--- src/rtl/ddr3_arb_pkg.sv ---
// ============================================================================
// Module   : ddr3_arb_pkg
// Purpose  : Shared widths and request record for the two-port DDR3 RAM arbiter.
// Revision : 1.0 - initial release
// ============================================================================
`default_nettype none

package ddr3_arb_pkg;

   localparam int DDR3_ARB_PORTS  = 2;
   localparam int DDR3_ARB_DATA_W = 128;
   localparam int DDR3_ARB_STRB_W = 16;
   localparam int DDR3_ARB_ID_W   = 16;

   typedef struct packed {
      logic [DDR3_ARB_STRB_W-1:0] wr;
      logic                       rd;
      logic [31:0]                addr;
      logic [DDR3_ARB_DATA_W-1:0] data;
      logic [DDR3_ARB_ID_W-1:0]   id;
   } ddr3_arb_req_t;

   function automatic logic ddr3_arb_has_req(input logic [DDR3_ARB_STRB_W-1:0] wr,
                                             input logic rd);
      return (|wr) | rd;
   endfunction

endpackage

`default_nettype wire

--- src/rtl/ddr3_arb_tag_fifo.sv ---
// ============================================================================
// Module   : ddr3_arb_tag_fifo
// Purpose  : 1-bit port-index FIFO recording the issuing port of each
//            outstanding request; head drives the response demux.
// Revision : 1.0 - initial release
// ============================================================================
`default_nettype none

module ddr3_arb_tag_fifo #(
   parameter int DEPTH = 8
) (
   input  logic clk_i,
   input  logic rst_i,
   input  logic push_i,
   input  logic push_data_i,
   input  logic pop_i,
   output logic full_o,
   output logic empty_o,
   output logic head_o
);

   localparam int AW = $clog2(DEPTH);
   localparam logic [AW:0] FULL_CNT = (AW+1)'(DEPTH);

   logic [DEPTH-1:0] mem_q;
   logic [AW-1:0]    wr_ptr_q;
   logic [AW-1:0]    rd_ptr_q;
   logic [AW:0]      count_q;

   always_ff @(posedge clk_i or negedge rst_i) begin
      if (!rst_i) begin
         mem_q    <= '0;
         wr_ptr_q <= '0;
         rd_ptr_q <= '0;
         count_q  <= '0;
      end else begin
         if (push_i) begin
            mem_q[wr_ptr_q] <= push_data_i;
            wr_ptr_q        <= wr_ptr_q + 1'b1;
         end
         if (pop_i) begin
            rd_ptr_q <= rd_ptr_q + 1'b1;
         end
         case ({push_i, pop_i})
            2'b10:   count_q <= count_q + 1'b1;
            2'b01:   count_q <= count_q - 1'b1;
            default: count_q <= count_q;
         endcase
      end
   end

   assign full_o  = (count_q == FULL_CNT);
   assign empty_o = (count_q == '0);
   assign head_o  = mem_q[rd_ptr_q];

endmodule

`default_nettype wire

--- src/rtl/ddr3_ram_arb.sv ---
// ============================================================================
// Module   : ddr3_ram_arb
// Purpose  : Two-port round-robin arbiter onto the ddr3_core RAM request port
//            with in-order response routing. DDR3_ARB_FIXED_PRIO_EN selects
//            fixed priority (port 0 wins).
// Revision : 1.0 - initial release
// ============================================================================
`default_nettype none

module ddr3_ram_arb
   import ddr3_arb_pkg::*;
#(
   parameter int TAG_DEPTH = 8
) (
   input  logic          clk_i,
   input  logic          rst_i,
   input  logic [15:0]   p0_wr_i,
   input  logic          p0_rd_i,
   input  logic [31:0]   p0_addr_i,
   input  logic [127:0]  p0_write_data_i,
   input  logic [15:0]   p0_req_id_i,
   output logic          p0_accept_o,
   output logic          p0_ack_o,
   output logic          p0_error_o,
   output logic [127:0]  p0_read_data_o,
   output logic [15:0]   p0_resp_id_o,
   input  logic [15:0]   p1_wr_i,
   input  logic          p1_rd_i,
   input  logic [31:0]   p1_addr_i,
   input  logic [127:0]  p1_write_data_i,
   input  logic [15:0]   p1_req_id_i,
   output logic          p1_accept_o,
   output logic          p1_ack_o,
   output logic          p1_error_o,
   output logic [127:0]  p1_read_data_o,
   output logic [15:0]   p1_resp_id_o,
   output logic [15:0]   ram_wr_o,
   output logic          ram_rd_o,
   output logic [31:0]   ram_addr_o,
   output logic [127:0]  ram_write_data_o,
   output logic [15:0]   ram_req_id_o,
   input  logic          ram_accept_i,
   input  logic          ram_ack_i,
   input  logic          ram_error_i,
   input  logic [127:0]  ram_read_data_i,
   input  logic [15:0]   ram_resp_id_i,
   output logic          tag_err_o
);

   ddr3_arb_req_t req_q, req_d;
   logic          valid_q, valid_d;
   logic          tag_err_q;
   logic          req0, req1, gnt0, gnt1, reg_free;
   logic          tag_full, tag_empty, tag_head, tag_pop;

   assign req0     = ddr3_arb_has_req(p0_wr_i, p0_rd_i);
   assign req1     = ddr3_arb_has_req(p1_wr_i, p1_rd_i);
   assign reg_free = !valid_q || ram_accept_i;

`ifdef DDR3_ARB_FIXED_PRIO_EN
   always_comb begin
      gnt0 = 1'b0;
      gnt1 = 1'b0;
      if (reg_free && !tag_full) begin
         gnt0 = req0;
         gnt1 = req1 && !req0;
      end
   end
`else
   logic last_q;

   // last_q=1 means port 1 won most recently, so port 0 wins a tie.
   always_comb begin
      gnt0 = 1'b0;
      gnt1 = 1'b0;
      if (reg_free && !tag_full) begin
         if (req0 && req1) begin
            gnt0 = last_q;
            gnt1 = !last_q;
         end else begin
            gnt0 = req0;
            gnt1 = req1;
         end
      end
   end

   always_ff @(posedge clk_i or negedge rst_i) begin
      if (!rst_i) begin
         last_q <= 1'b1;
      end else if (gnt0 || gnt1) begin
         last_q <= gnt1;
      end
   end
`endif

   always_comb begin
      valid_d = valid_q;
      req_d   = req_q;
      if (reg_free) begin
         valid_d = gnt0 || gnt1;
         req_d   = '0;
         if (gnt0) begin
            req_d.wr   = p0_wr_i;
            req_d.rd   = p0_rd_i;
            req_d.addr = p0_addr_i;
            req_d.data = p0_write_data_i;
            req_d.id   = p0_req_id_i;
         end else if (gnt1) begin
            req_d.wr   = p1_wr_i;
            req_d.rd   = p1_rd_i;
            req_d.addr = p1_addr_i;
            req_d.data = p1_write_data_i;
            req_d.id   = p1_req_id_i;
         end
      end
   end

   always_ff @(posedge clk_i or negedge rst_i) begin
      if (!rst_i) begin
         valid_q   <= 1'b0;
         req_q     <= '0;
         tag_err_q <= 1'b0;
      end else begin
         valid_q <= valid_d;
         req_q   <= req_d;
         if (ram_ack_i && tag_empty) begin
            tag_err_q <= 1'b1;
         end
      end
   end

   ddr3_arb_tag_fifo #(
      .DEPTH (TAG_DEPTH)
   ) u_tag_fifo (
      .clk_i       (clk_i),
      .rst_i       (rst_i),
      .push_i      (gnt0 || gnt1),
      .push_data_i (gnt1),
      .pop_i       (tag_pop),
      .full_o      (tag_full),
      .empty_o     (tag_empty),
      .head_o      (tag_head)
   );

   assign tag_pop = ram_ack_i && !tag_empty;

   assign p0_accept_o      = gnt0;
   assign p1_accept_o      = gnt1;
   assign p0_ack_o         = tag_pop && !tag_head;
   assign p1_ack_o         = tag_pop && tag_head;
   assign p0_error_o       = p0_ack_o && ram_error_i;
   assign p1_error_o       = p1_ack_o && ram_error_i;
   assign p0_read_data_o   = p0_ack_o ? ram_read_data_i : '0;
   assign p1_read_data_o   = p1_ack_o ? ram_read_data_i : '0;
   assign p0_resp_id_o     = p0_ack_o ? ram_resp_id_i : '0;
   assign p1_resp_id_o     = p1_ack_o ? ram_resp_id_i : '0;

   assign ram_wr_o         = req_q.wr;
   assign ram_rd_o         = req_q.rd;
   assign ram_addr_o       = req_q.addr;
   assign ram_write_data_o = req_q.data;
   assign ram_req_id_o     = req_q.id;
   assign tag_err_o        = tag_err_q;

endmodule

`default_nettype wire
--- config.mk ---
export PLATFORM = sky130hd
export DESIGN_NAME = ddr3_ram_arb
export DESIGN_NICKNAME = d
export VERILOG_FILES = /design/src/rtl/ddr3_arb_pkg.sv /design/src/rtl/ddr3_arb_tag_fifo.sv /design/src/rtl/ddr3_ram_arb.sv
export SDC_FILE = /design/constraint.sdc
export NUM_CORES = 1
export LEC_CHECK = 0
export ABC_AREA = 1
export ABC_CLOCK_PERIOD_IN_PS = 2500
export CORE_AREA = 2 2 401 403
export DETAILED_ROUTE_END_ITERATION = 8
export DIE_AREA = 0 0 403 405
export GPL_ROUTABILITY_DRIVEN = 0
export PLACE_DENSITY = 0.37
export SLEW_MARGIN = 15
export SYNTH_ARGS = -nofsm -noshare
export SYNTH_HDL_FRONTEND = slang
export SYNTH_SLANG_ARGS = --single-unit
--- constraint.sdc ---
create_clock -name clk_i -period 2.5 [get_ports clk_i]
set_input_delay 0.625 -clock clk_i [delete_from_list [all_inputs] [get_ports clk_i]]
set_output_delay 0.625 -clock clk_i [all_outputs]
set_load 0.01 [all_outputs]
==> results.sh <==
export IMPL_power_leakage_nw=12.25
export IMPL_instances_no_fill=4941
export IMPL_drt_pass1_iter_count=5
export IMPL_nNetsFinal=3369
export IMPL_path_common_cell="nor2_1"
export IMPL_worstSetupPathType="reg2out"
export IMPL_postRouteAntennaNets=0
export IMPL_hold_class="reg2reg"
export IMPL_synth_most_common_cell="nand2_1"
export IMPL_syn_area_mm2=0.01190
export IMPL_fin_crit_ns=3.002
export IMPL_finalMaxSlewViolations=0
export IMPL_violations="negative setup slack"
export IMPL_grt_pass1_wl_mm=134.5
export IMPL_synthArstFlopShare=1.000
export IMPL_finalSetupViolations=294
export IMPL_clock_sink_count=214
export IMPL_grtUsageTotal=0.1177
export IMPL_cpPeakStageDelay_ns=0.44
export IMPL_dp_slack_ns=-0.7102
export IMPL_cts_tree="done"
export IMPL_place_hpwl_mm=84.74
export IMPL_critPathSlowestCell="dfrtp_2"
export IMPL_initial_core_util=0.07471
export IMPL_ys_seq_area_frac=0.4501
export IMPL_die_w_um=403
export IMPL_startpoint_type="flop"
export IMPL_cp_end_kind="output pin"
export IMPL_tightest_slew_ns=0.8948
export IMPL_finish_utilization=0.1654
export IMPL_n_fill_cell=18327
export IMPL_die_h_um=405
export IMPL_wl_per_cell_um=20.57
export IMPL_worstPathRequired_ns=1.88
export IMPL_rsz0062_at_grt="true"
export IMPL_row_count=147
export IMPL_drt_iter0_markers=910
export IMPL_finalPower_mw=28.81
export IMPL_synthToLayoutAreaGrowth_pct=121.4
export IMPL_path_delay_family="buffers and inverters"
export IMPL_wirelength_mm=101.6
export IMPL_yosys_warnings=0
export IMPL_max_freq_mhz=333.2
export IMPL_cts_made_buffers=34
export IMPL_placed_cells=4867
export IMPL_syn_inst=1706
export IMPL_max_vdd_ir_drop_v=0.0004203
export IMPL_outcome="finished with violations"
export IMPL_io_pin_count=1023
export IMPL_synth_top_area_share=0.4479
export IMPL_max_cap_violations=0
export IMPL_grt_max_degree=147
export IMPL_fin_skew_ns=0.04323
export IMPL_crit_chain="nor2_1, nor2_1, o21ai_1, o21ai_1, nand2_1, buf_6, nand3_4, buf_12, buf_16, nor2_1, dlygate4sd2_1"
export IMPL_grt_remaining_overflow=0
export IMPL_cts_buffer_depth=3
export IMPL_finalWorstSetupSlack_ns=-0.5016
export IMPL_core_mm2=0.1593
export IMPL_synth_seq_cells=214
export IMPL_fin_crit_sh=1.201
export IMPL_relSlewSlack=0.4035
export IMPL_synth_common_cells="nand2_1 (443), nand3_1 (403), nor2_1 (328), dfrtp_1 (213), inv_1 (165)"
export IMPL_synthFlopType="dfrtp_1"
export IMPL_arrival_ns=2.38
export IMPL_drive_gt1_frac=0.1894
export IMPL_io_buffers=1022
export IMPL_syn_nets=2246
export IMPL_synth_edff_count=0
export IMPL_tns_ns=-114.11
export IMPL_synth_top_cell_by_area="dfrtp_1"
export IMPL_hold_viol=0
export IMPL_clock_root_buffer="clkbuf_16"
export IMPL_via_per_inst=3.244
export IMPL_path_buf_inv=4
export IMPL_path_clk_slew_ns=0.06
export IMPL_antenna_found_initial=29
export IMPL_powerDensity_mw_per_mm2=1093
export IMPL_ys_types=24
export IMPL_grt_pass1_vias=16080
export IMPL_num_vias=16027
export IMPL_cts_htree_levels=2
export IMPL_remaining_drc_errors=0
export IMPL_path_max_fanout=18
export IMPL_dieArea_mm2=0.1632
export IMPL_synth_avg_cell_area_um2=6.975
export IMPL_clock_latency_ns=0.58
export IMPL_synthTopCellsByArea="dfrtp_1 (45%), nand3_1 (17%), nand2_1 (14%)"
## layout by cell type, fill, tap and decap left out, types with 8 or more instances in the layout
cell type	count
buf_12	37
buf_2	171
buf_4	134
buf_6	25
buf_8	8
clkbuf_16	38
clkbuf_2	23
clkdlybuf4s50_1	727
dfrtp_1	211
dlygate4sd2_1	67
inv_1	163
nand2_1	440
nand3_1	401
nor2_1	266
nor2_2	49
nor2_4	15
## logic make-up (layout without fill, tap and decap cells)
group,count (synthesis),count (layout),synth area share
adders and majority gates,5,5,0.005257
and+or+nand+nor,1178,1178,0.4152
DFF,214,214,0.4501
AOI/OAI and AO/OA,16,16,0.007255
xor gates and xnor gates,6,6,0.004416
buffers and inverters,287,1432,0.1178
other,0,4,0
## tightest hold or removal path, stage by stage (launching register included)
cell	delay (ns)
dfrtp_1	0.34
nand2_1	0.05
nand3_1	0.07
## report_power, final
| group | leakage [nW] | total, mW | switching (mW) | internal (mW) |
|---|---|---|---|---|
| clock | 0.524 | 4.73 | 1.99 | 2.74 |
| combinational | 9.09 | 17.5 | 9.21 | 8.33 |
| sequential | 2.63 | 6.53 | 1.31 | 5.22 |
| total | 12.2 | 28.8 | 12.5 | 16.3 |
## through the flow
step	hold slack (ns)	instance area (µm²)
CTS	0.4966	26500
global placement	0.4782	25660
detailed placement	0.4801	25660
global route	0.5059	26340
floorplan	0.3294	11900
finish	0.4927	26350
## repair_timing
item / CTS / global route
endpoints found under the setup margin: 295 / 296
hold buffers: 1 / 0
buffers inserted: 4 / 1
resized for setup: 541 / 504
pin swaps: 3 / 1
hold endpoints to repair: 18 / 0
cloned: 2 / 4
## path summary, 6_finish.rpt
kind / from / end / slack [ns] / depth (start not counted)
max reg2reg: u_tag_fifo.count_q[2]$_DFFE_PN0P_ / u_tag_fifo.count_q[2]$_DFFE_PN0P_ / 0.12 / 18
max: u_tag_fifo.rd_ptr_q[0]$_DFFE_PN0P_ / p0_read_data_o[100] / -0.50 / 11
min reg2reg: ram_write_data_o[64]$_DFFE_PN0P_ / ram_write_data_o[64]$_DFFE_PN0P_ / 0.49 / 2
min in group asynchronous: rst_i / ram_write_data_o[78]$_DFFE_PN0P_ / 0.59 / 2
min: ram_write_data_o[64]$_DFFE_PN0P_ / ram_write_data_o[64]$_DFFE_PN0P_ / 0.49 / 2
max in group asynchronous: rst_i / u_tag_fifo.rd_ptr_q[1]$_DFFE_PN0P_ / 1.17 / 3
## final cells by class
class / count / area, µm² / share of cell area
Clock inverter: 10 / 106.4 / 0.004036
Multi-Input combinational cell: 1205 / 5414 / 0.2055
Inverter: 168 / 635.6 / 0.02412
Clock buffer: 48 / 973.4 / 0.03694
Timing Repair Buffer: 1206 / 11240 / 0.4266
Sequential cell: 214 / 5359 / 0.2034
Antenna cell: 4 / 10.01 / 0.0003799
Tap cell: 2086 / 2610 / 0.09905
## registers in the layout (all words and copies together) (netlist names)
signal               cells
ram_addr_o              32
ram_rd_o                 1
u_tag_fifo.count_q       4
ram_req_id_o            16
u_tag_fifo.mem_q         8
last_q                   1
tag_err_o                1
u_tag_fifo.wr_ptr_q      3
u_tag_fifo.rd_ptr_q      3
ram_write_data_o       128
ram_wr_o                16
valid_q                  1
## routing by layer
layer	GRT usage	up-vias	wire length, µm
met5	0	-	54
met4	0.02234	6	2363
met3	0.02447	118	6542
met2	0.2116	662	51330
met1	0.1443	7669	41340
li1	-	7572	-
Power figures use the tool's default switching activity.
